<file path="src/rtl/uart_rx_char.sv">
// uart_rx_char: UART receive front end, one ASCII byte per frame.
//
// Turns the asynchronous rxd line into framed bytes with a single-cycle
// char_valid strobe for the downstream sequence checker.  The line is
// double-flopped, the start bit is qualified at mid-bit, every following bit is
// sampled at its centre, and the stop bit is checked before a byte is released.
//
// Build option:
//   UART_RX_PARITY_EN  defined   -> 8E1 frames.  A PARITY state is present and
//                                   parity_error strobes on an even-parity mismatch.
//                      undefined -> 8N1 frames.  parity_error is tied low.
//
// Handshake: char_valid, frame_error and parity_error are mutually exclusive
// one-cycle strobes with no backpressure.  ascii_char is valid in the cycle
// char_valid is high and holds its value until the next good frame.
//
// state_o exposes the FSM state for observation:
//   0 IDLE, 1 START, 2 DATA, 3 PARITY, 4 STOP, 5 BREAK.
//
// CLKS_PER_BIT must be at least 4.

module uart_rx_char #(
  parameter int CLKS_PER_BIT = 666
) (
  input  logic       clk,
  input  logic       rst_n,
  input  logic       rxd,
  output logic [7:0] ascii_char,
  output logic       char_valid,
  output logic       frame_error,
  output logic       parity_error,
  output logic       busy,
  output logic [2:0] state_o
);

  // Counter geometry.  The counter only has to reach N-1, so clog2(N) bits suffice.
  localparam int CW = (CLKS_PER_BIT > 1) ? $clog2(CLKS_PER_BIT) : 1;
  localparam int HALF = CLKS_PER_BIT / 2;
  localparam logic [CW-1:0] HALF_LAST = CW'(HALF - 1);
  localparam logic [CW-1:0] BIT_LAST  = CW'(CLKS_PER_BIT - 1);

  typedef enum logic [2:0] {
    S_IDLE   = 3'd0,
    S_START  = 3'd1,
    S_DATA   = 3'd2,
`ifdef UART_RX_PARITY_EN
    S_PARITY = 3'd3,
`endif
    S_STOP   = 3'd4,
    S_BREAK  = 3'd5
  } state_t;

  logic [1:0]    sync_q;
  logic          rx_s;
  state_t        state_q;
  logic [CW-1:0] cnt_q;
  logic [2:0]    idx_q;
  logic [7:0]    shift_q;
  logic [7:0]    char_q;
  logic          char_valid_q;
  logic          frame_error_q;
  logic          busy_q;
  logic          parity_ok;
  logic          bit_end;
  logic          half_end;

  // Two-flop synchroniser; resets to the idle (high) line level.
  always_ff @(posedge clk or negedge rst_n) begin
    if (!rst_n) begin
      sync_q <= 2'b11;
    end else begin
      sync_q <= {sync_q[0], rxd};
    end
  end

  assign rx_s     = sync_q[1];
  assign bit_end  = (cnt_q == BIT_LAST);
  assign half_end = (cnt_q == HALF_LAST);

`ifdef UART_RX_PARITY_EN
  logic parity_bit_q;
  logic parity_error_q;

  // Even parity: data bits and parity bit together must XOR to zero.
  assign parity_ok    = ~(^{shift_q, parity_bit_q});
  assign parity_error = parity_error_q;
`else
  assign parity_ok    = 1'b1;
  assign parity_error = 1'b0;
`endif

  // Receive FSM with registered strobes, byte register and busy flag.
  always_ff @(posedge clk or negedge rst_n) begin
    if (!rst_n) begin
      state_q        <= S_IDLE;
      cnt_q          <= '0;
      idx_q          <= 3'd0;
      shift_q        <= 8'h00;
      char_q         <= 8'h00;
      char_valid_q   <= 1'b0;
      frame_error_q  <= 1'b0;
      busy_q         <= 1'b0;
`ifdef UART_RX_PARITY_EN
      parity_bit_q   <= 1'b0;
      parity_error_q <= 1'b0;
`endif
    end else begin
      // Strobes are high for exactly one cycle after the edge that sets them.
      char_valid_q   <= 1'b0;
      frame_error_q  <= 1'b0;
`ifdef UART_RX_PARITY_EN
      parity_error_q <= 1'b0;
`endif
      case (state_q)
        S_IDLE: begin
          if (!rx_s) begin
            state_q <= S_START;
            cnt_q   <= '0;
            busy_q  <= 1'b1;
          end
        end

        // Mid start bit: a line that has gone back high was a glitch.
        S_START: begin
          if (half_end) begin
            cnt_q <= '0;
            if (!rx_s) begin
              state_q <= S_DATA;
              idx_q   <= 3'd0;
            end else begin
              state_q <= S_IDLE;
              busy_q  <= 1'b0;
            end
          end else begin
            cnt_q <= cnt_q + CW'(1);
          end
        end

        // One full bit period after the previous centre lands on the next centre.
        S_DATA: begin
          if (bit_end) begin
            cnt_q          <= '0;
            shift_q[idx_q] <= rx_s;
            if (idx_q == 3'd7) begin
`ifdef UART_RX_PARITY_EN
              state_q <= S_PARITY;
`else
              state_q <= S_STOP;
`endif
            end else begin
              idx_q <= idx_q + 3'd1;
            end
          end else begin
            cnt_q <= cnt_q + CW'(1);
          end
        end

`ifdef UART_RX_PARITY_EN
        S_PARITY: begin
          if (bit_end) begin
            cnt_q        <= '0;
            parity_bit_q <= rx_s;
            state_q      <= S_STOP;
          end else begin
            cnt_q <= cnt_q + CW'(1);
          end
        end
`endif

        // Leaving at mid-stop leaves half a bit of margin to catch the next start.
        S_STOP: begin
          if (bit_end) begin
            cnt_q <= '0;
            if (rx_s) begin
              state_q <= S_IDLE;
              busy_q  <= 1'b0;
              if (parity_ok) begin
                char_q       <= shift_q;
                char_valid_q <= 1'b1;
              end else begin
`ifdef UART_RX_PARITY_EN
                parity_error_q <= 1'b1;
`endif
              end
            end else begin
              frame_error_q <= 1'b1;
              state_q       <= S_BREAK;
            end
          end else begin
            cnt_q <= cnt_q + CW'(1);
          end
        end

        // A line stuck low must return high before a new start can be seen.
        S_BREAK: begin
          if (rx_s) begin
            state_q <= S_IDLE;
            busy_q  <= 1'b0;
          end
        end

        default: begin
          state_q <= S_IDLE;
          cnt_q   <= '0;
          busy_q  <= 1'b0;
        end
      endcase
    end
  end

  assign ascii_char  = char_q;
  assign char_valid  = char_valid_q;
  assign frame_error = frame_error_q;
  assign busy        = busy_q;
  assign state_o     = state_q;

endmodule

</file>
<file path="config.mk">
export PLATFORM = sky130hd
export DESIGN_NAME = uart_rx_char
export DESIGN_NICKNAME = d
export VERILOG_FILES = /design/src/rtl/uart_rx_char.sv
export SDC_FILE = /design/constraint.sdc
export NUM_CORES = 1
export LEC_CHECK = 0
export CORE_AREA = 10 10 84 86
export DETAILED_ROUTE_END_ITERATION = 12
export DIE_AREA = 0 0 94 96
export PLACE_DENSITY = 0.6
export SYNTH_ARGS = -nofsm -noshare
export SYNTH_HDL_FRONTEND = slang
export SYNTH_SLANG_ARGS = --single-unit
</file>
<file path="constraint.sdc">
create_clock -name clk -period 4.7 [get_ports clk]
set_clock_uncertainty 0.1 [all_clocks]
set_input_delay 0.705 -clock clk [delete_from_list [all_inputs] [get_ports clk]]
set_output_delay 0.705 -clock clk [all_outputs]
set_load 0.01 [all_outputs]
</file>
==> impl_metrics.csv <==
group,metric,value,unit
sta,finalMaxSlewViolations,0,
clocking,clk_pin_slew,0.07,ns
final_layout,antenna_cells,0,
sta,setup_viol,0,
pwr,p_per_area,284,nW/um2
detailed_routing,post_drt_via_cell_ratio,5.02,
placed_design,place_ws,2.00,ns
placed_design,post-dp-hpwl,2470,um
die,die_x,94,um
setup_path,arrival,2.79,ns
clocking,root_buffer,"clkbuf_8",
sta,fmax,0.368,GHz
worst_hold_path,worstHoldStart,"sync_q[0]",
global_routing,grt-ovfl-total,0,
status,status,"complete, no violations",
setup_path,crit_start,"cnt_q[1]",
sta,tns,0,ns
die,dieArea,9020,um2
clocking,numClockSinks,37,
sta,period_share,0.578,
sta,finalCriticalPeriod,2.71,ns
setup_path,worstReg2RegStart,"cnt_q[1]",
final_layout,design_area,2180,um2
detailed_routing,detail_route.first_pass.iterations,4,
clocking,postCtsSetupBuffers,0,
sta,setup_slack,1.99,ns
synthesis,syn_inst,166,
detailed_routing,drc,0,
sta,worstMarginPinSlew,0.811,ns
final_layout,fin_nets,188,
die,initial_core_util,0.344,
global_routing,grt_pass1_vias,1229,
setup_path,worstPathCellList,"inv_1 -> ha_1 -> nand4b_1 -> or4_1 -> or4_4 -> nor3b_2 -> mux2_2",
setup_path,end_kind,"flip-flop",
synthesis,synth_cell_types,43,
synthesis,ys_warn_count,0,
setup_path,required,4.77,ns
worst_hold_path,hp-class,"flip-flop to flip-flop",
flow_run,maxCapViolCount,0,
clocking,cts_buffers,5,
die,io_pins,18,
clocking,htree_levels,2,
die,die_y,96,um
detailed_routing,drt-total-wl,3460,um
global_routing,antenna_found_initial,0,
clocking,ctsResizeCount,0,
final_layout,layout-area-overhead-vs-synth,17.3,%
global_routing,globalRouteTotalUtil,0.0826,
setup_path,path_class,"flip-flop to flip-flop",
detailed_routing,ant_nets,0,
placed_design,gp_congestion,0.777,
clocking,ctsHoldBuffers,0,
synthesis,seq_area_frac_synth,0.500,
setup_path,r2r_slack,1.99,ns
placed_design,port_buffers,16,
global_routing,grt_pass1_wl,6040,um
clocking,clk_latency,0.28,ns
sta,rsz0062_at_grt,"false",
sta,hold_violations,0,
synthesis,async_flop_share,1.00,
pwr,leakage,0.991,nW
global_routing,grt_max_degree,38,
detailed_routing,vias,1269,
setup_path,critPathMaxStageDelay,0.65,ns
synthesis,syn-cell-area,1860,um2
die,rows,27,
detailed_routing,drt_iter0_markers,30,
pwr,finalPower,617,uW
synthesis,synth_fp_nets,174,
pwr,max-vdd-ir-drop,0.143,mV
setup_path,crit_slowest_cell,"or4_1",
clocking,tritoncts,"yes",
placed_design,dpl_cell_area,2060,um2
synthesis,synth-edff-count,0,
die,coreArea,5410,um2
setup_path,start_kind,"flip-flop",
clocking,cts_buffer_depth,2,
synthesis,yosys_register_bits,37,
synthesis,avgSynthCellArea,11.2,um2
synthesis,synth-main-ff-cell,"dfrtp_1",
sta,maxSlewHeadroom,0.459,
detailed_routing,wire_per_inst,13.7,um
final_layout,drive_gt1_frac,0.182,
setup_path,crit_fanout,9,
==> cells in the mapped netlist (2+ instances only) <==
master,n,area (um2)
o22ai_1,2,12.5
a2bb2oi_1,2,17.5
nor3b_1,6,45.0
nor2_1,8,30.0
inv_1,7,26.3
a31oi_1,3,18.8
nand4b_1,2,17.5
ha_1,5,62.6
buf_2,3,15.0
nand2_1,10,37.5
o21ai_0,11,55.1
nor4_1,3,18.8
dfstp_2,2,52.6
nand3_1,2,10.0
nor3b_2,2,25.0
a22o_1,2,17.5
a21oi_1,4,20.0
and3_1,5,31.3
xnor2_1,2,17.5
dfrtp_1,35,876
mux2_4,8,120
mux2_2,8,90.1
nand3b_1,3,22.5
nor2b_1,3,18.8
clkbuf_1,4,15.0
xor2_1,2,17.5
a21o_1,6,45.0
==> routing by layer <==
layer  part of all wire  up-vias  global-route usage
met5                  0        -                   0
met1               0.46      627              0.0977
met2               0.47       23               0.138
met3              0.064        2              0.0304
met4             0.0058        0              0.0228
li1                   -      617                   -
==> worst paths after layout <==
path                                      end  cells after the start
worst min-delay path                sync_q[1]                      0
worst max register to register     shift_q[2]                      7
max in group asynchronous                busy                      1
worst min register to register      sync_q[1]                      0
min in group asynchronous       ascii_char[7]                      1
worst max-delay path               shift_q[2]                      7
==> power breakdown <==
group | internal, mW | leakage [nW] | switching [mW]
registers | 0.320 | 0.490 | 0.00156
clock network | 0.173 | 0.0574 | 0.114
logic | 0.00168 | 0.444 | 0.00746
total | 0.494 | 0.991 | 0.123
==> state kept, by name, summed over array words and instances (netlist names) <==
register / flops
cnt_q: 10
ascii_char: 8
state_o: 3
busy: 1
idx_q: 3
char_valid: 1
sync_q: 2
shift_q: 8
frame_error: 1
==> cell type report <==
| type | count | area, um2 |
|---|---|---|
| Inverter | 7 | 26.3 |
| Clock buffer | 6 | 82.6 |
| Tap cell | 72 | 90.1 |
| Timing Repair Buffer | 17 | 163 |
| Multi-Input combinational cell | 112 | 850 |
| Clock inverter | 2 | 37.5 |
| Fill cell | 549 | 3230 |
| Sequential cell | 37 | 928 |
==> critical path: cells and delay by family, from the launching register on <==
kind	cells	cell delay, ns
and+or+nand+nor	4	1.52
DFF	1	0.39
muxes	1	0.34
adders and majority gates	1	0.15
buffers and inverters	1	0.10
==> per-stage QoR <==
step | hold slack [ns] | util | std cells
6_report | 0.257 | 0.403 | 253
5_1_grt | 0.264 | 0.403 | 253
2_1_floorplan | 0.245 | - | 166
3_5_place_dp | 0.247 | 0.381 | 245
3_3_place_gp | 0.246 | 0.381 | 245
4_1_cts | 0.258 | 0.403 | 253
==> cell families after synthesis <==
logic type,after synthesis,share of synthesized area
xor+xnor,4,0.0189
fa+ha+maj,5,0.0337
buf+inv,17,0.0424
flops,37,0.500
other cells,1,0.00202
compound gates,32,0.109
mux,16,0.113
simple gates,54,0.181
==> cells in the final DEF (no fill, tap or decap), types with 2 or more instances in the layout <==
| master | Yosys | layout |
|---|---|---|
| mux2_4 | 8 | 8 |
| ha_1 | 5 | 5 |
| a21o_1 | 6 | 6 |
| nand2_1 | 10 | 10 |
| xor2_1 | 2 | 2 |
| nand3_1 | 2 | 2 |
| nor3b_1 | 6 | 6 |
| o21ai_0 | 11 | 11 |
| nor2_1 | 8 | 8 |
| and3_1 | 5 | 5 |
| clkbuf_8 | 0 | 6 |
| xnor2_1 | 2 | 2 |
| a22o_1 | 2 | 2 |
| o22ai_1 | 2 | 2 |
| mux2_2 | 8 | 8 |
| a2bb2oi_1 | 2 | 2 |
| dfstp_2 | 2 | 2 |
| clkdlybuf4s50_1 | 0 | 15 |
| nor3b_2 | 2 | 2 |
| dfrtp_1 | 35 | 35 |
| a21oi_1 | 4 | 4 |
| nor2b_1 | 3 | 3 |
| a31oi_1 | 3 | 3 |
| inv_1 | 7 | 7 |
| nor4_1 | 3 | 3 |
| nand4b_1 | 2 | 2 |
| nand3b_1 | 3 | 3 |
No activity file was read; power rests on OpenSTA's default activity.
